<file path="config.mk">
export PLATFORM = sky130hd
export DESIGN_NAME = conv2_relu_pool
export DESIGN_NICKNAME = d
export VERILOG_FILES = /design/src/rtl/conv2_relu_pool.sv
export SDC_FILE = /design/constraint.sdc
export NUM_CORES = 1
export LEC_CHECK = 0
export BUFFER_PORTS_ARGS = -buffer_cell sky130_fd_sc_hd__buf_4
export CORE_MARGIN = 5
export CORE_UTILIZATION = 50
export CTS_CLUSTER_SIZE = 8
export DETAILED_ROUTE_END_ITERATION = 8
export PLACE_DENSITY_LB_ADDON = 0.15
export RECOVER_POWER = 25
export SETUP_SLACK_MARGIN = 0.05
export SYNTH_ARGS = -nofsm -noshare
export SYNTH_HDL_FRONTEND = slang
export SYNTH_SLANG_ARGS = --single-unit
export TNS_END_PERCENT = 30
</file>
<file path="constraint.sdc">
create_clock -name clk -period 6.3 [get_ports clk]
set_input_delay 0.63 -clock clk [delete_from_list [all_inputs] [get_ports clk]]
set_output_delay 0.63 -clock clk [all_outputs]
set_load 0.05 [all_outputs]
</file>
<file path="src/rtl/conv2_relu_pool.sv">
// rtl/conv2_relu_pool.sv - conv2 output stage: bias, ReLU, 12-bit saturation and 2x2 max-pool.
module conv2_relu_pool #(
    parameter int                 WIDTH  = 8,
    parameter int                 HEIGHT = 8,
    parameter logic signed [13:0] BIAS   = 14'sd0
) (
    input  logic               clk,
    input  logic               rst,
    input  logic               valid_in,
    input  logic signed [13:0] conv_in,
    output logic signed [11:0] data_out,
    output logic               valid_out,
    output logic               frame_done
);

    localparam int CW = (WIDTH > 2) ? $clog2(WIDTH) : 1;
    localparam int RW = (HEIGHT > 2) ? $clog2(HEIGHT) : 1;
    localparam int NB = WIDTH / 2;
    localparam int BW = (NB > 1) ? $clog2(NB) : 1;

    logic [CW-1:0] col_q, col_d;
    logic [RW-1:0] row_q, row_d;
    logic [11:0]   pair_q;
    logic [11:0]   rowbuf_q [NB];
    logic [11:0]   data_q;
    logic          valid_q;
    logic          frame_done_q;

    logic [14:0]   sum;
    logic [11:0]   r;
    logic [11:0]   pair_max;
    logic [11:0]   blk_max;
    logic [11:0]   buf_rd;
    logic [BW-1:0] buf_idx;
    logic          col_last;
    logic          row_last;

    // 15 bits hold any 14-bit sample plus 14-bit bias without wrap.
    assign sum = {conv_in[13], conv_in} + {BIAS[13], BIAS};

    always_comb begin
        r = sum[11:0];
        if (sum[14]) begin
            r = 12'd0;
        end else if (|sum[13:11]) begin
            r = 12'd2047;
        end
    end

    assign buf_idx  = BW'(col_q >> 1);
    assign buf_rd   = rowbuf_q[buf_idx];
    assign pair_max = (r > pair_q) ? r : pair_q;
    assign blk_max  = (buf_rd > pair_max) ? buf_rd : pair_max;
    assign col_last = (col_q == CW'(WIDTH - 1));
    assign row_last = (row_q == RW'(HEIGHT - 1));

    always_comb begin
        col_d = col_last ? '0 : col_q + 1'b1;
        row_d = row_q;
        if (col_last) begin
            row_d = row_last ? '0 : row_q + 1'b1;
        end
    end

    // Row buffer needs no reset: an even row always writes an entry before the odd row reads it.
    always_ff @(posedge clk) begin
        if (valid_in && col_q[0] && !row_q[0]) begin
            rowbuf_q[buf_idx] <= pair_max;
        end
    end

    always_ff @(posedge clk or negedge rst) begin
        if (!rst) begin
            col_q        <= '0;
            row_q        <= '0;
            pair_q       <= '0;
            data_q       <= '0;
            valid_q      <= 1'b0;
            frame_done_q <= 1'b0;
        end else begin
            valid_q      <= 1'b0;
            frame_done_q <= 1'b0;
            if (valid_in) begin
                col_q <= col_d;
                row_q <= row_d;
                if (!col_q[0]) begin
                    pair_q <= r;
                end else if (row_q[0]) begin
                    data_q       <= blk_max;
                    valid_q      <= 1'b1;
                    frame_done_q <= col_last && row_last;
                end
            end
        end
    end

    assign data_out   = data_q;
    assign valid_out  = valid_q;
    assign frame_done = frame_done_q;

endmodule
</file>
# --- After elaboration in Yosys (flattened, before gate mapping) ---
# Memories as Yosys holds them, arrays and structs flattened.
# Cells that the tools add are included.
op_classes:
  n_addsub: 2
  n_mul: 0
  n_div: 0
  order_cmp: 2
  n_eq_ne: 2
  shift: 0
  n_mux: 14
  n_bitwise: 1
  reduce_logical: 8
op_table:
  columns: ["op", "count"]
  rows:
  - ["12-bit two-way mux", 4]
  - ["12-bit greater-than comparator", 2]
  - ["1-bit two-way mux", 8]
  - ["3-bit by 1-bit adder with 3-bit output, second input constant", 2]
  - ["3-bit == test, second input constant", 2]
  - ["3-bit two-way mux", 2]
  - ["2-bit AND reduction", 2]
  - ["1-bit logical AND", 3]
  - ["3-bit AND reduction", 1]
  - ["3-bit OR reduction", 1]
  - ["1-bit logical NOT", 1]
  - ["1-bit inverter", 1]
totals:
  reg_bits: 32
  latchBits: 0
  mem_bits_rw: 48
  romBits: 0
  input_bits: 17
  out_inout_bits: 14
  elab_cells: 36
  mem_count: 1
memory_table:
  columns: ["memory", "words", "width", "rd", "rd_ports_with_merged_regs", "wr", "line", "rtl"]
  rows:
  - ["rowbuf_q", 4, 12, 1, 0, 1, "24", "logic [11:0] rowbuf_q [NB];"]

# --- Longest topological paths before layout ---
# Gate-level depths: netlist of the first run.
logic_depth:
  ltp_word: 7
  mapped_depth: 19
  ltp_nobuf: 16

# --- Least setup slack after synthesis of the first run ---
# Ideal clock, no wire load.
synth_timing:
  path_type: "input-to-reg"
  startpoint: "in conv_in[13]"
  endpoint: "reg data_q[10] (netlist: data_out[10])"
  setup_time_ns: 0.087
  arrival_time_ns: 4.675
  t_required_ns: 6.213
  slack_ns: 1.539
  stages: 19
  path_buffers: 3
  path_cell_list: "or3_1 clkbuf_1 nor2_1 nor2_1 ha_1 and3_4 nor2b_1 o31a_1 o41ai_4 buf_6 mux2i_1 ha_1 nor2b_1 o211ai_1 a211oi_1 o41a_1 nand2b_1 clkbuf_1 o211ai_1"
synth_between:
  elab_chain_cells: 7
synth_lines:
  columns: ["element", "line", "rtl"]
  rows:
  - ["from (decl)", "10", "input logic signed [13:0] conv_in,"]
  - ["3-bit OR reduction", "45", "end else if (|sum[13:11]) begin"]
  - ["12-bit two-way mux", "45", null]
  - ["12-bit two-way mux *", "43", "if (sum[14]) begin"]
  - ["named net r[2]", "30", "logic [11:0] r;"]
  - ["12-bit greater-than comparator", "52", "assign pair_max = (r > pair_q) ? r : pair_q;"]
  - ["12-bit two-way mux *", "52", null]
  - ["12-bit greater-than comparator", "53", "assign blk_max = (buf_rd > pair_max) ? buf_rd : pair_max;"]
  - ["12-bit two-way mux *", "53", null]
  - ["to (signal assigned)", "89", "data_q <= blk_max;"]
  - ["to (decl)", "25", "logic [11:0] data_q;"]
# The timed path passes the listed nets; every way through them passes the cells marked *.
# A chain may end at the register's enable or synchronous reset.

# --- Worst setup path after layout of the first run ---
layout_timing:
  startpoint: "in conv_in[13]"
  endpoint: "reg data_q[0] (netlist: data_out[0])"
# Same word-level chain as after synthesis.

==> results of run 1 <==
## worst reg2reg max path, stage by stage, from the launching register on
cell and delay (ns):
dfrtp_1 0.38, inv_1 0.06, ha_1 0.31, and3_4 0.19, nor2b_1 0.12, o31a_1 0.30
o41ai_4 0.47, buf_4 0.28, mux2i_1 0.36, ha_1 0.30, nor2b_1 0.14, o211ai_1 0.16
a211oi_1 0.10, o41a_1 0.55, nand2b_1 0.40, o221a_2 0.34
## layout by cell type (no fill, tap or decap), drive strengths merged, types with 2 or more instances in the layout
cell / Yosys / layout
dfrtp: 32 / 32
clkinv: 0 / 2
nand2b: 3 / 3
a21boi: 2 / 2
ha: 28 / 28
nor2: 24 / 24
mux2: 5 / 5
clkbuf: 12 / 14
and3: 3 / 3
a21oi: 7 / 7
mux4: 11 / 11
o31ai: 10 / 10
nor2b: 3 / 3
o21ai: 3 / 3
nand4: 5 / 5
edfxtp: 48 / 48
mux2i: 12 / 12
a21o: 3 / 3
nand2: 29 / 29
o211ai: 12 / 12
or3: 2 / 2
inv: 24 / 27
nand3: 17 / 17
buf: 2 / 26
## kinds of logic (layout without fill, tap and decap cells)
group,Yosys count,count (layout),synth area share
AOI/OAI and AO/OA,44,44,0.0857
and+or+nand+nor,89,89,0.104
DFF,80,80,0.573
other,1,1,0.000958
muxes,28,28,0.108
adders and majority gates,28,28,0.0895
buffers and inverters,38,71,0.0387
## power by group
group,internal [mW],switching [mW]
registers,0.691,0.121
logic,0.300,0.439
clock network,0.191,0.201
## layer usage
metal	share of wire	vias up	GRT usage	routed length, um
met5	0	-	0	0
met4	0.010	0	0.0641	78
met3	0.034	6	0.0283	258
met2	0.48	40	0.263	3670
met1	0.48	1168	0.231	3660
li1	-	1193	-	-
## stage by stage
| step | power, mW | worst slack, ns | cells | utilization | instance area (um2) |
|---|---|---|---|---|---|
| global placement | 1.55 | 0.709 | 427 | 0.550 | 4230 |
| global route | 2.07 | 0.550 | 443 | 0.575 | 4420 |
| CTS | 1.97 | 0.912 | 443 | 0.577 | 4440 |
| floorplan | 1.35 | 1.54 | 308 | - | 3910 |
| detailed placement | 1.57 | 0.557 | 427 | 0.550 | 4230 |
| finish | 1.94 | 0.884 | 443 | 0.575 | 4420 |
## final timing paths
path | end | slack, ns | cells after the start
worst max-delay path | data_out[0] | 0.88 | 18
worst min-delay path | data_out[4] | 0.51 | 2
worst max register to register | data_out[0] | 1.72 | 15
worst min register to register | data_out[4] | 0.51 | 2
max in group asynchronous | data_out[8] | 4.56 | 1
min in group asynchronous | row_q[1] | 0.74 | 1
## sequential cells by signal (all words and copies together), names as in the netlist
name        flops
row_q           3
data_out       12
rowbuf_q       48
col_q           3
frame_done      1
valid_out       1
pair_q         12
## final cells by class
cell class / instances / area (um2) / area share
sequential: 80 / 2240 / 0.507
multi-input combinational: 190 / 1540 / 0.347
clock inverter: 7 / 86.3 / 0.0195
clock buffer: 9 / 124 / 0.0280
inverter: 24 / 90.1 / 0.0204
tap: 102 / 128 / 0.0289
timing repair buffer: 31 / 214 / 0.0484
==> reports/metrics.yaml, run 1 <==
status: "finished, violations left"
failed_checks: "capacitance limit, slew limit"
vias_per_cell: 5.43
htree_levels: 3
grt_pass1_vias: 2474
dieWidth_um: 98.5
post_cts_hold_buffer_count: 0
hpwlAfterDp_mm: 5.59
finalHoldViolations: 0
peakVddDrop_uv: 171
avgRoutedWirePerCell_um: 17.3
placement_rows: 32
top_reg_cell_synth: "edfxtp_1"
yosys_reg_bits: 80
clk_transition_reported_paths_ns: 0.09
worst_slew_pin_slew_ns: 1.75
report.final.slew_viol_count: 33
asyncSetResetFlopFracSynth: 0.400
cp_top_family: "compound AO/OA/AOI/OAI gates"
post_cts_buffers: 0
syn_area_per_cell_um2: 12.7
peak_freq_ghz: 0.185
reg2reg_from: "pair_q[2]"
crit_path_cell_trace: "buf_4 > or3_1 > nor2_1 > nor2_1 > ha_1 > and3_4 > nor2b_1 > o31a_1 > o41ai_4 > buf_4 > mux2i_1 > ha_1 > nor2b_1 > o211ai_1 > a211oi_1 > o41a_1 > nand2b_1 > o221a_2"
clock_tree_from_tritoncts: "built"
crit_path_max_fanout: 22
die_h_um: 98.5
worst_hold_startpoint: "data_out[4]"
crit_path_max_incr_delay_ns: 0.55
core_um2: 7690
synth.top_cell.area_share: 0.368
synth-edff-count: 48
design.die.area_um2: 9700
yosys.cell_types.count: 36
setup_viol: 0
rsz_0062_raised_after_global_routing: "false"
clock_skew_ns: 0.0118
post_synth_instance_area_um2: 3910
layout-area-overhead-vs-synth_pct: 12.9
clockRootBuffer: "clkbuf_8"
maxCapViolations: 1
holdCritPathClass: "reg -> reg"
gpl.final_weighted_congestion: 0.854
final_net_count: 381
grt_max_degree: 33
floorplan.initialDensity: 0.509
timing.final.crit_share: 0.860
endpoint_kind: "register"
drc: 0
tritoncts_num_sinks: 80
hold-worst-slack_ns: 0.510
ys.warnings.count: 0
grt_usage: 0.166
setup_tns_ns: 0
drtPass1Iterations: 4
grt_antenna_before_repair: 0
post_synth_main_area_contributors: "edfxtp_1, dfrtp_1, ha_1, mux4_2, mux2i_1"
vias: 2407
num_io_pins: 31
number_of_buffer_cells_added_on_primary_ports: 30
worstPathRequired_ns: 6.53
synth_top_cell_by_area: "edfxtp_1"
synth_seq_area_share: 0.573
setup.worst_path.start: "conv_in[13]"
total_leakage_power_nw: 1.82
layout-drive-gt1-share: 0.182
timing.max_slew.rel_slack: -0.165
syn-instance-count: 308
detail-route-antenna-nets: 0
global_route.overflow_total: 0
diodes: 0
clkLatencyLatePin_ns: 0.35
post_cts_resized: 0
ranking_of_synthesized_cells_by_instance_count: "edfxtp_1, dfrtp_1, nand2_1"
slowest_cell_on_the_critical_path: "or3_1"
path_buf_inv: 2
cts_buffer_depth: 2
critPathKind: "in -> reg"
postRouteWirelength_mm: 7.66
numCtsBuffers: 9
worst_setup_path_start_kind: "input pin"
data_arrival_time_of_the_critical_path_ns: 5.65
fill_cells: 642
power_density_nw_per_um2: 440
final.min_clock_period_ns: 5.42
library_cell_with_the_highest_instance_count_after_synthesis: "edfxtp_1"
grt_first_pass_wirelength_mm: 12.6
initialDrtViolationCount: 108
synth_fp_nets: 353
Note: power is estimated with default switching activity, not from simulation.
==> inputs of run 2 (changes only) <==
- CORE_ASPECT_RATIO: default -> 0.7
==> run 2 against run 1 <==
Net effect: the run still ends with capacitance limit, slew limit left; non-clock buffer count did not move; first-iteration DRC count is 20% higher; clock-buffer cell count up 5; combinational power is 2% higher; flip-flop and latch count unchanged; hold slack improved by 0.0027 ns; cell count decreased by 0.23%; clock skew hardly changed; register-to-register slack got worse by 0.05 ns; final area hardly changed; maximum frequency is 1.8% lower; wire length increased by 3.2%; largest cell class unchanged.
==> reports/metrics.yaml, run 2 (same netlist as run 1, synthesis figures left out) <==
status: "finished, violations left"
failed_checks: "capacitance limit, slew limit"
tritoncts_num_sinks: 80  # unchanged
flip_flop_count_of_the_largest_register_after_layout: 48  # unchanged
grt_util_met1: 0.252  # +0.0210
clockRootBuffer: "clkbuf_8"
globalRoute.busiestLayer: "met2"
timing.final.crit_share: 0.876  # +0.0161
gpl.final_weighted_congestion: 0.826  # -3.2%
crit_path_cell_trace: "buf_4 > or3_1 > nor2_1 > nor2_1 > ha_1 > and3_4 > nor2b_1 > o31a_1 > o41ai_4 > buf_4 > mux2i_1 > ha_1 > a21o_1 > nand3_1 > a21oi_1 > o41a_1 > nand2b_1 > o221a_2"
grt_max_degree: 33  # unchanged
met2_track_usage_gr: 0.257  # -0.00578
rsz_0062_raised_after_global_routing: "false"
drtPass1Iterations: 4  # unchanged
layout-area-overhead-vs-synth_pct: 12.8  # about the same
cts_buffer_depth: 2  # unchanged
grt_usage: 0.176  # +0.0100
report.final.slew_viol_count: 33  # unchanged
worst_setup_path_start_kind: "input pin"
design.die.area_um2: 9720  # +0.28%
detail-route-antenna-nets: 0  # unchanged
die_h_um: 84.0  # -15%
clock_tree_from_tritoncts: "built"
power_density_nw_per_um2: 443  # +0.80%
clkLatencyLatePin_ns: 0.35  # about the same
crit_path_max_incr_delay_ns: 0.60  # +0.05 ns
grt_first_pass_wirelength_mm: 12.9  # +2.5%
largest_register: "rowbuf_q"
peak_freq_ghz: 0.181  # -1.8%
postRouteWirelength_mm: 7.91  # +3.2%
num_io_pins: 31  # unchanged
total_leakage_power_nw: 1.81  # -0.37%
placement.cell_area_um2: 4230  # about the same
placement_rows: 27  # -16%
numCtsBuffers: 9  # unchanged
grt_pass1_vias: 2538  # +2.6%
grt_use_met3: 0.0580  # +0.0297
diodes: 0  # unchanged
number_of_buffer_cells_added_on_primary_ports: 30  # unchanged
drc: 0  # unchanged
grt_antenna_before_repair: 0  # unchanged
post_cts_resized: 0  # unchanged
worstPathRequired_ns: 6.55  # +0.02 ns
clk_transition_reported_paths_ns: 0.08  # about the same
holdCritPathClass: "reg -> reg"
finalHoldViolations: 0  # unchanged
global_route.overflow_total: 0  # unchanged
setup_viol: 0  # unchanged
final_cell_mix: "edfxtp_1, dfrtp_1, nand2_1"
hpwlAfterDp_mm: 5.88  # +5.2%
post-route-cell-area_um2: 4420  # about the same
peakVddDrop_uv: 267  # +56%
final_net_count: 381  # unchanged
crit_path_max_fanout: 22  # unchanged
vias_per_cell: 5.54  # +2.0%
worst_slew_pin_slew_ns: 1.71  # -0.0413 ns
totalPowerFinal_mw: 1.96  # +0.71%
data_arrival_time_of_the_critical_path_ns: 5.77  # +0.12 ns
slowest_cell_on_the_critical_path: "o41a_1"
dpl_worst_slack_ns: 0.441  # -0.116 ns
layout.cells.most_common: "edfxtp_1"
final.min_clock_period_ns: 5.52  # +0.102 ns
layout-drive-gt1-share: 0.170  # -0.0117
initialDrtViolationCount: 130  # +20%
timing.max_slew.rel_slack: -0.137  # +0.0275
clock_skew_ns: 0.0117  # -0.000128 ns
critPathKind: "in -> reg"
htree_levels: 3  # unchanged
endpoint_kind: "register"
floorplan.initialDensity: 0.506  # -0.00321
maxCapViolations: 1  # unchanged
vias: 2450  # +1.8%
post_cts_hold_buffer_count: 0  # unchanged
postLayoutSetupSlackWorst_ns: 0.783  # -0.102 ns
core_um2: 7740  # +0.63%
dieWidth_um: 116  # +18%
avgRoutedWirePerCell_um: 17.9  # +3.5%
setup_tns_ns: 0  # unchanged
post_cts_buffers: 0  # unchanged
## run 2: changes by cell type in the layout (fill, tap and decap cells not counted), sizes merged
cell	change
buf	-1
inv	-3
clkbuf	+6
clkinv	-2
## run 2: per-layer routing
metal | wire, um | vias to the layer above
met2 | 3560 | 49
met4 | 97 | 0
li1 | - | 1189
met1 | 3850 | 1199
met5 | 0 | -
met3 | 400 | 13
## run 2: critical path: cells and delay by family
family,cells,cell delay [ns]
AO/OA/AOI/OAI,6,2.06
AND/OR/NAND/NOR,7,1.67
adder cells (fa/ha/maj),2,0.60
buffers and inverters,2,0.46
multiplexers,1,0.33
## run 2: path summary, 6_finish.rpt
path / start / end / slack (ns) / cells after the start
max in group asynchronous: rst / pair_q[8] / 4.60 / 1
min reg2reg: pair_q[2] / pair_q[2] / 0.51 / 2
max reg2reg: pair_q[2] / data_out[0] / 1.67 / 15
max: conv_in[13] / data_out[0] / 0.78 / 18
min: pair_q[2] / pair_q[2] / 0.51 / 2
min in group asynchronous: rst / data_out[0] / 0.72 / 1
## run 2: stage by stage
step           utilization  cells  hold WS (ns)
2_1_floorplan            -    308         0.334
3_3_place_gp         0.546    426         0.492
3_5_place_dp         0.546    426         0.501
4_1_cts              0.574    442         0.203
5_1_grt              0.571    442         0.540
6_report             0.571    442         0.513
## run 2: area by class of cell
cell class	instances	area (um2)
Fill cell	632	3320
Sequential cell	80	2240
Multi-Input combinational cell	190	1540
Timing Repair Buffer	31	210
Clock buffer	14	174
Tap cell	101	126
Inverter	24	90.1
Clock inverter	2	37.5
## run 2: power breakdown
part / switching [mW] / internal [mW]
registers: 0.121 / 0.692
logic: 0.451 / 0.300
clock network: 0.176 / 0.219
